### config.mk
export PLATFORM = sky130hd
export DESIGN_NAME = prog_clock_divider_flat
export DESIGN_NICKNAME = d
export VERILOG_FILES = /design/src/rtl/clkdiv_pkg.sv /design/src/rtl/prog_clock_divider_if.sv /design/src/rtl/clkdiv_fsm.sv /design/src/rtl/prog_clock_divider.sv /design/src/flat_wrapper.sv
export SDC_FILE = /design/constraint.sdc
export NUM_CORES = 1
export LEC_CHECK = 0
export BUFFER_PORTS_ARGS = -buffer_cell sky130_fd_sc_hd__buf_2
export CORE_ASPECT_RATIO = 1.1
export CORE_MARGIN = 4
export CORE_UTILIZATION = 55
export DETAILED_ROUTE_END_ITERATION = 7
export PLACE_DENSITY = 0.76
export RECOVER_POWER = 100
export SLEW_MARGIN = 10
export SYNTH_ARGS = -nofsm -noshare
export SYNTH_HDL_FRONTEND = slang
export SYNTH_SLANG_ARGS = --single-unit
### constraint.sdc
create_clock -name clock -period 7.38 [get_ports clock]
set_clock_uncertainty 0.15 [all_clocks]
set_input_delay 2.214 -clock clock [delete_from_list [all_inputs] [get_ports clock]]
set_output_delay 2.214 -clock clock [all_outputs]
set_load 0.01 [all_outputs]
### src/rtl/clkdiv_pkg.sv
// Shared types and constants for the programmable clock divider.
package clkdiv_pkg;
  typedef enum logic [1:0] {IDLE = 2'd0, HIGH = 2'd1, LOW = 2'd2} state_t;
  localparam int MIN_DIV = 2;
endpackage

### src/rtl/prog_clock_divider_if.sv
// Run control, divisor handshake and divided-clock outputs of prog_clock_divider.
// period_count exists only when CLKDIV_PERIOD_CNT_EN is defined.
interface prog_clock_divider_if #(parameter int WIDTH = 16);
  logic             en;
  logic [WIDTH-1:0] div;
  logic             div_valid;
  logic             div_ready;
  logic             new_clock;
  logic             tick;
`ifdef CLKDIV_PERIOD_CNT_EN
  logic [WIDTH-1:0] period_count;
  modport master (output en, div, div_valid, input div_ready, new_clock, tick, period_count);
  modport slave  (input en, div, div_valid, output div_ready, new_clock, tick, period_count);
`else
  modport master (output en, div, div_valid, input div_ready, new_clock, tick);
  modport slave  (input en, div, div_valid, output div_ready, new_clock, tick);
`endif
endinterface

### src/rtl/clkdiv_fsm.sv
// IDLE/HIGH/LOW sequencer; registers new_clock and tick, flags phase transitions to the datapath.
module clkdiv_fsm
  import clkdiv_pkg::*;
(
  input  logic clock,
  input  logic reset_L,
  input  logic en,
  input  logic cnt_zero,
  output logic new_clock,
  output logic tick,
  output logic enter_high,
  output logic to_low,
  output logic period_end
);
  state_t state, state_nxt;

  always_ff @(posedge clock or negedge reset_L) begin
    if (!reset_L) begin
      state     <= IDLE;
      new_clock <= 1'b0;
      tick      <= 1'b0;
    end else begin
      state     <= state_nxt;
      new_clock <= (state_nxt == HIGH);
      tick      <= enter_high;
    end
  end

  always_comb begin
    state_nxt  = state;
    enter_high = 1'b0;
    to_low     = 1'b0;
    period_end = 1'b0;
    case (state)
      IDLE: if (en) begin
        state_nxt  = HIGH;
        enter_high = 1'b1;
      end
      HIGH: if (cnt_zero) begin
        state_nxt = LOW;
        to_low    = 1'b1;
      end
      LOW: if (cnt_zero) begin
        // en is only sampled here, so a stop always finishes the low phase
        period_end = 1'b1;
        if (en) begin
          state_nxt  = HIGH;
          enter_high = 1'b1;
        end else begin
          state_nxt = IDLE;
        end
      end
      default: state_nxt = IDLE;
    endcase
  end
endmodule

### src/rtl/prog_clock_divider.sv
// Programmable clock divider: phase counter, pending/active divisor and valid/ready update.
// Optional period counter enabled by CLKDIV_PERIOD_CNT_EN.
module prog_clock_divider
  import clkdiv_pkg::*;
#(
  parameter int WIDTH       = 16,
  parameter int DEFAULT_DIV = 3975
) (
  input logic                  clock,
  input logic                  reset_L,
  prog_clock_divider_if.slave  bus
);
  localparam logic [WIDTH-1:0] MIN_N = WIDTH'(MIN_DIV);
  localparam logic [WIDTH-1:0] ONE   = WIDTH'(1);

  logic [WIDTH-1:0] act_div, pend_div, cnt;
  logic [WIDTH-1:0] eff_div, start_n, start_hi, run_n, run_hi, run_lo;
  logic             pend_full, xfer;
  logic             enter_high, to_low, period_end;

  assign xfer          = bus.div_valid & ~pend_full;
  assign bus.div_ready = ~pend_full;

  // A pending divisor takes effect on the very HIGH entry that consumes it
  assign eff_div  = pend_full ? pend_div : act_div;
  assign start_n  = (eff_div < MIN_N) ? MIN_N : eff_div;
  assign start_hi = start_n >> 1;
  assign run_n    = (act_div < MIN_N) ? MIN_N : act_div;
  assign run_hi   = run_n >> 1;
  assign run_lo   = run_n - run_hi;

  clkdiv_fsm u_fsm (
    .clock      (clock),
    .reset_L    (reset_L),
    .en         (bus.en),
    .cnt_zero   (cnt == '0),
    .new_clock  (bus.new_clock),
    .tick       (bus.tick),
    .enter_high (enter_high),
    .to_low     (to_low),
    .period_end (period_end)
  );

  always_ff @(posedge clock or negedge reset_L) begin
    if (!reset_L) begin
      cnt <= '0;
    end else if (enter_high) begin
      cnt <= start_hi - ONE;
    end else if (to_low) begin
      cnt <= run_lo - ONE;
    end else if (cnt != '0) begin
      cnt <= cnt - ONE;
    end
  end

  // Capture and consume are mutually exclusive: capture needs pending empty
  always_ff @(posedge clock or negedge reset_L) begin
    if (!reset_L) begin
      act_div   <= WIDTH'(DEFAULT_DIV);
      pend_div  <= '0;
      pend_full <= 1'b0;
    end else if (enter_high && pend_full) begin
      act_div   <= pend_div;
      pend_full <= 1'b0;
    end else if (xfer) begin
      pend_div  <= bus.div;
      pend_full <= 1'b1;
    end
  end

`ifdef CLKDIV_PERIOD_CNT_EN
  always_ff @(posedge clock or negedge reset_L) begin
    if (!reset_L)        bus.period_count <= '0;
    else if (period_end) bus.period_count <= bus.period_count + ONE;
  end
`else
  logic unused_period_end;
  assign unused_period_end = period_end;
`endif
endmodule

### src/flat_wrapper.sv
// flat-port wrapper written by rule: the top's interface ports become plain ports
module prog_clock_divider_flat import clkdiv_pkg::*;
#(
  parameter int WIDTH       = 16,
  parameter int DEFAULT_DIV = 3975
)
  (clock, reset_L, bus_en, bus_div, bus_div_valid, bus_div_ready, bus_new_clock, bus_tick);
  prog_clock_divider_if #(.WIDTH(WIDTH)) bus_i ();
  input logic clock;
  input logic reset_L;
  input wire logic [$bits(bus_i.en)-1:0] bus_en;
  input wire logic [$bits(bus_i.div)-1:0] bus_div;
  input wire logic [$bits(bus_i.div_valid)-1:0] bus_div_valid;
  output wire logic [$bits(bus_i.div_ready)-1:0] bus_div_ready;
  output wire logic [$bits(bus_i.new_clock)-1:0] bus_new_clock;
  output wire logic [$bits(bus_i.tick)-1:0] bus_tick;
  assign bus_i.en = bus_en;
  assign bus_i.div = bus_div;
  assign bus_i.div_valid = bus_div_valid;
  assign bus_div_ready = bus_i.div_ready;
  assign bus_new_clock = bus_i.new_clock;
  assign bus_tick = bus_i.tick;
  prog_clock_divider #(.WIDTH(WIDTH), .DEFAULT_DIV(DEFAULT_DIV)) u_core (.clock(clock), .reset_L(reset_L), .bus(bus_i));
endmodule
==> results of run 1 <==
flip-flops by register name (all words and copies together) (netlist names):
signal	cells
u_core.pend_full	1
u_core.act_div	16
u_core.u_fsm.tick	1
u_core.u_fsm.state	2
u_core.u_fsm.new_clock	1
u_core.pend_div	16
u_core.cnt	16
cells in the mapped netlist, types with 3 or more instances:
library cell	count
clkbuf_1	15
xnor2_1	18
xor2_1	19
a31oi_1	3
mux2i_1	14
nand2_1	23
o22ai_1	3
nor2b_1	6
nand3_1	8
mux2_2	23
o21ai_0	19
or3_1	13
ha_1	18
a21oi_1	24
buf_2	3
a211oi_1	7
mux2_4	9
dfrtp_1	45
nor4_1	7
o32ai_1	3
a21o_1	4
nor2_1	33
nor3_1	14
inv_1	25
dfstp_2	8
nand2b_1	3
cell type report:
class / instances / area share, %
clock buffer: 5 / 1.70
tap: 82 / 2.53
clock inverter: 3 / 1.08
sequential: 53 / 33.0
inverter: 26 / 2.44
multi-input combinational: 313 / 56.3
timing repair buffer: 25 / 2.96
how the worst max path moves through the flow:
stage,startpoint,endpoint,slack (ns),cells after the start
after floorplan,u_core.act_div[13]$_DFFE_PN0P_,u_core.cnt[12]$_DFFE_PN0P_,3.83,13
after detailed placement,u_core.act_div[13]$_DFFE_PN0P_,u_core.cnt[12]$_DFFE_PN0P_,3.40,13
after global placement,u_core.act_div[13]$_DFFE_PN0P_,u_core.cnt[12]$_DFFE_PN0P_,3.51,13
after CTS,u_core.act_div[13]$_DFFE_PN0P_,u_core.cnt[12]$_DFFE_PN0P_,3.35,13
after global routing,u_core.cnt[0]$_DFFE_PN0P_,u_core.act_div[12]$_DFFE_PN0P_,2.18,9
final,bus_en,u_core.act_div[12]$_DFFE_PN0P_,2.59,6
cell usage in the layout (no fill, tap or decap), types with 16 or more instances in the layout:
cell type / count
dfrtp_1: 45
ha_1: 18
nand2_1: 24
a21oi_1: 24
xnor2_1: 18
inv_1: 25
nor3_1: 16
buf_2: 18
mux2_2: 23
o21ai_0: 19
xor2_1: 19
nor2_1: 33
where the power goes:
part / switching (mW) / internal [mW] / total (mW) / leakage [nW]
Sequential: 0.0140 / 0.301 / 0.315 / 0.624
Combinational: 0.0338 / 0.0305 / 0.0643 / 1.14
Clock: 0.0991 / 0.102 / 0.201 / 0.0585
logic make-up (layout without fill, tap and decap cells):
| family | count (synthesis) | in the layout | synth area share [%] |
|---|---|---|---|
| xor+xnor | 37 | 37 | 8.29 |
| simple gates | 128 | 128 | 18.2 |
| flops | 53 | 53 | 34.2 |
| compound gates | 83 | 83 | 13.9 |
| mux | 46 | 46 | 13.7 |
| buf+inv | 48 | 59 | 5.50 |
| fa+ha+maj | 19 | 19 | 6.27 |
metal layers:
layer | global-route usage [%] | part of all wire, % | vias up | wire length, um
li1 | - | - | 1489 | -
met3 | 2.88 | 2.8 | 13 | 225
met4 | 5.92 | 1.7 | 0 | 135
met1 | 28.0 | 48 | 1395 | 3880
met2 | 34.6 | 48 | 44 | 3870
met5 | 0 | 0 | - | 0
==> results.md, run 1 <==
## Worst hold path
* **class of the tightest hold or removal check** reg -> reg
* **Worst Min Path Start** u_core.pend_div[0]$_DFFE_PN0P_
* **instance count along the most critical hold path** 1
* **Worst Hold Path EP** u_core.pend_div[0]$_DFFE_PN0P_

## Placement
* **IO Port Bufs** 22
* **placed wire-length estimate** 6180 um
* **Inst Count DP** 499
* **placed instance area** 4030 um2
* **worst slack at placement** 3.40 ns
* **routability congestion estimate from global placement** 0.892

## Worst setup path
* **startpoint-to-endpoint class of the critical path** in -> reg
* **slack of the worst reg-to-reg path** 2.61 ns
* **crit path max fanout** 17
* **endpoint arrival time on the critical path** 4.83 ns
* **startpoint class of the critical path** primary input
* **cell family with the largest share of critical-path delay** simple AND/OR/NAND/NOR gates
* **Reg2Reg Depth** 9
* **launch instance of the worst register-to-register path** u_core.cnt[0]$_DFFE_PN0P_
* **kind of capture point of the worst setup path** flop
* **required time reported for the critical path endpoint** 7.42 ns
* **stage delay of the slowest cell on the critical path** 0.75 ns
* **combined buffer and inverter count along the critical path** 2
* **Slowest-stage cell, CP** nand2_1
* **worst reg2reg endpoint** u_core.act_div[12]$_DFFE_PN0P_
* **critical path cell sequence** buf_2 -> nand2b_1 -> o21bai_1 -> clkinvlp_2 -> nand2_1 -> mux2_1

## Layout
* **proportion of layout cells with a drive suffix above 1** 16.7%
* **Antenna diodes** 0
* **number of standard cells in the final layout excluding fillers** 507
* **Layout area overhead** 3.58%
* **post-layout util** 60.0%
* **multi-input logic area** 2280 um2
* **final net count** 463
* **finished layout cell area** 4050 um2
* **footprint of the flip-flops and latches** 1340 um2
* **fillcell total** 625

## Die
* **number of rows created at floorplan** 31
* **Die Footprint** 8530 um2
* **io pins** 23
* **initial core utilization** 58.0%
* **width of the die** 88.4 um
* **placeable core region** 6750 um2
* **height of the chip** 96.4 um

## Timing
* **Worst-Margin Slew** 2.78 ns
* **Final Hold Vio Count** 0
* **Slew Limit Fails** 54
* **share of the clock period used by the worst path** 64.9%
* **total setup violations reported at the end of the flow** 0
* **setup repair after global routing missed its margin** false
* **achievable clock frequency** 209 MHz
* **crit path time final** 4.79 ns
* **setup slack of the critical path after layout** 2.59 ns
* **Hold Slack** 0.365 ns
* **worst slew margin relative to its limit** -85.5%
* **total negative slack** 0 ns

## Drt
* **post-DR vias/cell** 5.80
* **routed via count** 2941
* **number of nets still failing antenna checks after routing** 0
* **Residual DRC** 0
* **Wirelength per Cell** 16.0 um
* **DR iter-0 viols** 143
* **detailed-router iteration count before antenna repair** 4
* **WL final** 8100 um

## Job
* **max-capacitance violation count** 1

## Power and ir drop
* **largest vdd supply drop** 0.101 mV
* **static leakage** 1.82 nW
* **total design power** 0.581 mW
* **power density cells** 143 nW/um2

## Clocking
* **Sinks on Clock Net** 53
* **hold buffers post-CTS** 0
* **Num CTS Buffers** 5
* **CTS clk-pin slew, worst paths** 0.10 ns
* **Worst-Skew Late Latency** 0.31 ns
* **number of post-CTS setup repair buffers** 0
* **Root Driver** clkbuf_8
* **Resized Gates After CTS** 0
* **H-tree depth** 2
* **TritonCTS clock tree** yes
* **Clock Path Buffers** 2

## Synthesis
* **Synth area leaders** dfrtp_1, mux2_2, ha_1, dfstp_2, xor2_1
* **count of cell types in the netlist** 66
* **part of the Yosys area used for sequential elements** 34.2%
* **count of mapped cells out of synthesis** 414
* **syn_area_per_cell** 9.45 um2
* **Post-Syn Area** 3910 um2
* **top cell type by total area after synthesis** dfrtp_1
* **Synth Net Count** 453
* **EDFF count, synth** 0
* **synthesis-stage register bit count** 53
* **Yosys warning count** 0
* **Synth async-reset ratio** 100%
* **area fraction of the dominant cell type after synthesis** 28.8%
* **primary flip-flop cell chosen by synthesis mapping** dfrtp_1

## Global routing
* **total congestion overflow** 0
* **pin count of the biggest net entering global routing** 54
* **global-route usage over all layers** 20.7%
* **number of antenna violations at the first check in global routing** 0
* **wire length of the first global-routing pass** 14000 um
* **via count of the first global-routing pass** 2918

## Run status
* **status** complete, but fails checks
* **violated checks** max-capacitance violations, max-slew violations

(Power assumes the default switching activity.)
==> inputs of run 2 (changes only) <==
- PLACE_DENSITY: 0.76 -> 0.79
- clock period: 7.38 -> 4.4 ns (I/O delays scaled with it)
==> results.md, run 2 (same netlist as run 1, synthesis figures left out) <==
## Run status
* **status** complete, but fails checks
* **violated checks** max-capacitance violations, max-slew violations

## Global routing
* **wire length of the first global-routing pass** 14300 um
* **global-route usage over all layers** 21.4%
* **number of antenna violations at the first check in global routing** 0
* **pin count of the biggest net entering global routing** 31
* **via count of the first global-routing pass** 3014
* **total congestion overflow** 0

## Die
* **placeable core region** 6750 um2
* **height of the chip** 96.4 um
* **number of rows created at floorplan** 31
* **width of the die** 88.4 um
* **initial core utilization** 58.0%
* **io pins** 23
* **Die Footprint** 8530 um2

## Worst setup path
* **required time reported for the critical path endpoint** 4.50 ns
* **critical path cell sequence** or3_1 -> or4b_1 -> nor3_2 -> or2_2 -> inv_1 -> fa_1 -> inv_1 -> a21oi_1 -> o21ai_0 -> nand4_1 -> a211o_1 -> and3_1 -> o2bb2ai_1
* **Slowest-stage cell, CP** or4b_1
* **slack of the worst reg-to-reg path** 0.36 ns
* **most frequent CP cell** inv_1
* **kind of capture point of the worst setup path** flop
* **stage delay of the slowest cell on the critical path** 0.54 ns
* **combined buffer and inverter count along the critical path** 2
* **crit path max fanout** 5
* **startpoint class of the critical path** flop
* **startpoint-to-endpoint class of the critical path** reg -> reg
* **cell family with the largest share of critical-path delay** simple AND/OR/NAND/NOR gates
* **endpoint arrival time on the critical path** 4.13 ns

## Layout
* **multi-input logic area** 2310 um2
* **commonest cells after routing, fill and taps aside** dfrtp_1, nor2_1, inv_1
* **fillcell total** 601
* **most common library cell in the layout ignoring fill and taps** dfrtp_1
* **biggest regs** u_core.act_div x16, u_core.cnt x16, u_core.pend_div x16
* **post-layout util** 60.1%
* **footprint of the flip-flops and latches** 1340 um2
* **Antenna diodes** 0
* **Layout area overhead** 3.77%
* **final net count** 463
* **proportion of layout cells with a drive suffix above 1** 16.9%

## Clocking
* **H-tree depth** 2
* **Num CTS Buffers** 5
* **TritonCTS clock tree** yes
* **Root Driver** clkbuf_8
* **number of post-CTS setup repair buffers** 0
* **CTS clk-pin slew, worst paths** 0.11 ns
* **Clock Path Buffers** 2
* **Sinks on Clock Net** 53
* **hold buffers post-CTS** 0
* **Worst-Skew Late Latency** 0.31 ns
* **Resized Gates After CTS** 0

## Drt
* **post-DR vias/cell** 5.97
* **routed via count** 3025
* **WL final** 8360 um
* **number of nets still failing antenna checks after routing** 0
* **Wirelength per Cell** 16.5 um
* **Residual DRC** 0
* **DR iter-0 viols** 108
* **detailed-router iteration count before antenna repair** 4

## Placement
* **worst slack at placement** 0.405 ns
* **placed wire-length estimate** 6430 um
* **IO Port Bufs** 22
* **routability congestion estimate from global placement** 0.909

## Timing
* **Worst-Margin Slew** 1.63 ns
* **achievable clock frequency** 248 MHz
* **crit path time final** 4.04 ns
* **worst slew margin relative to its limit** -8.89%
* **setup slack of the critical path after layout** 0.362 ns
* **total setup violations reported at the end of the flow** 0
* **Slew Limit Fails** 31
* **share of the clock period used by the worst path** 91.8%
* **setup repair after global routing missed its margin** false
* **Final Hold Vio Count** 0
* **total negative slack** 0 ns

## Worst hold path
* **class of the tightest hold or removal check** reg -> reg

## Power and ir drop
* **static leakage** 1.82 nW
* **power density cells** 228 nW/um2
* **largest vdd supply drop** 0.194 mV

## Job
* **max-capacitance violation count** 1

-- run 2: changes by cell type in the layout (fill, tap and decap cells not counted), sizes merged --
| cell | previous run | this run |
|---|---|---|
| bufinv | 1 | 0 |
| inv | 26 | 27 |
-- run 2: final timing paths --
path                       depth (start not counted)                              end                      startpoint
setup / recovery                                  13       u_core.cnt[12]$_DFFE_PN0P_  u_core.act_div[13]$_DFFE_PN0P_
hold / removal                                     1   u_core.pend_div[0]$_DFFE_PN0P_  u_core.pend_div[0]$_DFFE_PN0P_
setup reg to reg                                  13       u_core.cnt[12]$_DFFE_PN0P_  u_core.act_div[13]$_DFFE_PN0P_
hold reg to reg                                    1   u_core.pend_div[0]$_DFFE_PN0P_  u_core.pend_div[0]$_DFFE_PN0P_
max in group asynchronous                          2  u_core.pend_div[13]$_DFFE_PN0P_                         reset_L
min in group asynchronous                          1        u_core.cnt[7]$_DFFE_PN0P_                         reset_L
-- run 2: worst register-to-register path, cell delays in order, from the launching register on --
cell       delay (ns)
dfrtp_1          0.43
or3_1            0.46
or4b_1           0.54
nor3_2           0.25
or2_2            0.18
inv_1            0.06
fa_1             0.43
inv_1            0.07
a21oi_1          0.08
o21ai_0          0.48
nand4_1          0.20
a211o_1          0.32
and3_1           0.17
o2bb2ai_1        0.14
-- run 2: routing by layer --
layer	GRT usage (%)	vias up	share of wire, %
met1	27.6	1436	45
li1	-	1483	-
met3	3.05	16	4.6
met2	37.2	90	49
met4	6.80	0	1.8
met5	0	-	0
-- run 2: area by class of cell --
cell class | count | area share, %
well taps | 82 | 2.53
flip-flops and latches | 53 | 32.9
inverters | 26 | 2.53
multi-input cells | 313 | 56.8
repair buffers | 25 | 2.96
clock inverters | 3 | 0.524
clock buffers | 5 | 1.70
-- run 2: report_power, final --
group | switching (mW) | leakage [nW] | internal [mW]
sequential | 0.0231 | 0.624 | 0.506
clock | 0.176 | 0.0445 | 0.114
combinational | 0.0573 | 1.15 | 0.0512
total | 0.257 | 1.82 | 0.670
-- run 2: stage by stage --
step           instances  instance area, um2  power [mW]  hold slack, ns
2_1_floorplan        414                3910       0.603           0.327
3_3_place_gp         499                4030       0.642           0.341
3_5_place_dp         499                4030       0.647           0.362
4_1_cts              507                4120       0.935           0.386
5_1_grt              507                4060       0.965           0.413
6_report             507                4060       0.927           0.375
==> inputs of run 3 (changes only) <==
- PLACE_DENSITY: 0.79 -> 0.78
==> results.md, run 3 (same netlist as run 1, synthesis figures left out) <==
## Worst setup path
* **startpoint class of the critical path** flop
* **slack of the worst reg-to-reg path** 0.38 ns
* **endpoint arrival time on the critical path** 4.11 ns
* **kind of capture point of the worst setup path** flop
* **crit path max fanout** 5
* **startpoint-to-endpoint class of the critical path** reg -> reg
* **launch instance of the worst register-to-register path** u_core.act_div[13]$_DFFE_PN0P_
* **worst reg2reg endpoint** u_core.cnt[12]$_DFFE_PN0P_
* **required time reported for the critical path endpoint** 4.48 ns
* **Reg2Reg Depth** 13

## Power and ir drop
* **power density cells** 240 nW/um2
* **clock network fraction of design power** 34.8%
* **relative contribution of combinational cells to total power** 10.9%
* **power spent charging and discharging nets** 0.248 mW
* **fraction of power consumed by sequential logic** 54.2%
* **Cell Int Power** 0.728 mW
* **static leakage** 1.83 nW
* **switching power share of the total** 25.4%
* **largest vdd supply drop** 0.214 mV

## Layout
* **most common library cell in the layout ignoring fill and taps** dfrtp_1
* **fillcell total** 608
* **biggest regs** u_core.act_div x16, u_core.cnt x16, u_core.pend_div x16
* **commonest cells after routing, fill and taps aside** dfrtp_1, nor2_1, inv_1
* **proportion of layout cells with a drive suffix above 1** 16.9%
* **final net count** 463
* **Layout area overhead** 4.13%
* **Antenna diodes** 0

## Worst hold path
* **class of the tightest hold or removal check** reg -> reg
* **instance count along the most critical hold path** 1
* **Worst Hold Path EP** u_core.pend_div[0]$_DFFE_PN0P_
* **Worst Min Path Start** u_core.pend_div[0]$_DFFE_PN0P_

## Run status
* **status** finished clean

## Die
* **placeable core region** 6750 um2
* **height of the chip** 96.4 um
* **Die Footprint** 8530 um2
* **width of the die** 88.4 um
* **io pins** 23
* **number of rows created at floorplan** 31
* **initial core utilization** 58.0%

## Drt
* **detailed-router iteration count before antenna repair** 4
* **Wirelength per Cell** 16.5 um
* **Residual DRC** 0
* **WL final** 8380 um
* **routed via count** 3027
* **post-DR vias/cell** 5.97
* **DR iter-0 viols** 174
* **number of nets still failing antenna checks after routing** 0

## Global routing
* **global-route usage over all layers** 21.7%
* **pin count of the biggest net entering global routing** 29
* **number of antenna violations at the first check in global routing** 0
* **wire length of the first global-routing pass** 14500 um
* **total congestion overflow** 0
* **via count of the first global-routing pass** 3021

## Placement
* **routability congestion estimate from global placement** 0.940
* **placed wire-length estimate** 6360 um
* **IO Port Bufs** 22
* **worst slack at placement** 0.410 ns

## Timing
* **achievable clock frequency** 249 MHz
* **setup slack of the critical path after layout** 0.380 ns
* **crit path time final** 4.02 ns
* **total negative slack** 0 ns
* **Slew Limit Fails** 0
* **worst slew margin relative to its limit** 2.38%
* **share of the clock period used by the worst path** 91.4%
* **Final Hold Vio Count** 0
* **Worst-Margin Slew** 1.46 ns
* **total setup violations reported at the end of the flow** 0
* **setup repair after global routing missed its margin** false

## Clocking
* **Worst-Skew Late Latency** 0.32 ns
* **Root Driver** clkbuf_8
* **Num CTS Buffers** 5
* **Clock Path Buffers** 2
* **hold buffers post-CTS** 0
* **H-tree depth** 2
* **TritonCTS clock tree** yes
* **Sinks on Clock Net** 53
* **number of post-CTS setup repair buffers** 0
* **Resized Gates After CTS** 0
* **CTS clk-pin slew, worst paths** 0.10 ns

## Job
* **max-capacitance violation count** 0

==> run 3: power groups by stage <==
stage / sequential (mW) / clock, mW / combinational, mW
floorplan: 0.531 / 0 / 0.0722
global placement: 0.537 / 0 / 0.106
detailed placement: 0.539 / 0 / 0.107
CTS: 0.529 / 0.350 / 0.108
global route: 0.533 / 0.371 / 0.120
finish: 0.529 / 0.340 / 0.107
==> run 3: area by class of cell <==
type	count	area (um2)	area share [%]
inverters	26	103	2.52
clock buffers	5	68.8	1.69
well taps	82	103	2.52
repair buffers	25	120	2.95
clock inverters	3	43.8	1.08
flip-flops and latches	53	1340	32.8
multi-input cells	313	2300	56.4
==> run 3: worst max path at each step <==
stage,start,endpoint,slack [ns],cells after the start
final,u_core.act_div[13]$_DFFE_PN0P_,u_core.cnt[12]$_DFFE_PN0P_,0.38,13
after global routing,u_core.cnt[0]$_DFFE_PN0P_,u_core.act_div[12]$_DFFE_PN0P_,0.08,9
after CTS,u_core.act_div[13]$_DFFE_PN0P_,u_core.cnt[12]$_DFFE_PN0P_,0.37,13
after detailed placement,u_core.act_div[13]$_DFFE_PN0P_,u_core.cnt[12]$_DFFE_PN0P_,0.41,13
after global placement,u_core.act_div[13]$_DFFE_PN0P_,u_core.cnt[12]$_DFFE_PN0P_,0.55,13
after floorplan,u_core.act_div[13]$_DFFE_PN0P_,u_core.cnt[12]$_DFFE_PN0P_,0.85,13
==> run 3: worst max-delay path, cell delays in order, from the launching register on <==
cell	delay [ns]
dfrtp_1	0.42
or3_1	0.46
or4b_1	0.54
nor3_2	0.24
or2_2	0.18
inv_1	0.06
fa_1	0.43
inv_1	0.07
a21oi_1	0.07
o21ai_0	0.50
nand4_1	0.21
a211o_1	0.33
and3_1	0.16
o2bb2ai_1	0.13
==> run 3: metrics by stage <==
stage / utilization (%) / power (mW) / cell area, um2 / hold slack, ns / instances
after floorplan: - / 0.603 / 3910 / 0.327 / 414
after global placement: 59.8 / 0.643 / 4030 / 0.339 / 499
after detailed placement: 59.8 / 0.645 / 4030 / 0.358 / 499
after CTS: 61.4 / 0.987 / 4150 / 0.383 / 507
after global routing: 60.3 / 1.02 / 4070 / 0.409 / 507
final: 60.3 / 0.976 / 4070 / 0.377 / 507
==> run 3: routing by layer <==
layer	GRT usage (%)	wire length, um	vias up
met5	0	0	-
met4	6.68	147	0
met3	3.05	314	12
met2	36.3	4020	67
met1	29.0	3900	1450
li1	-	-	1498
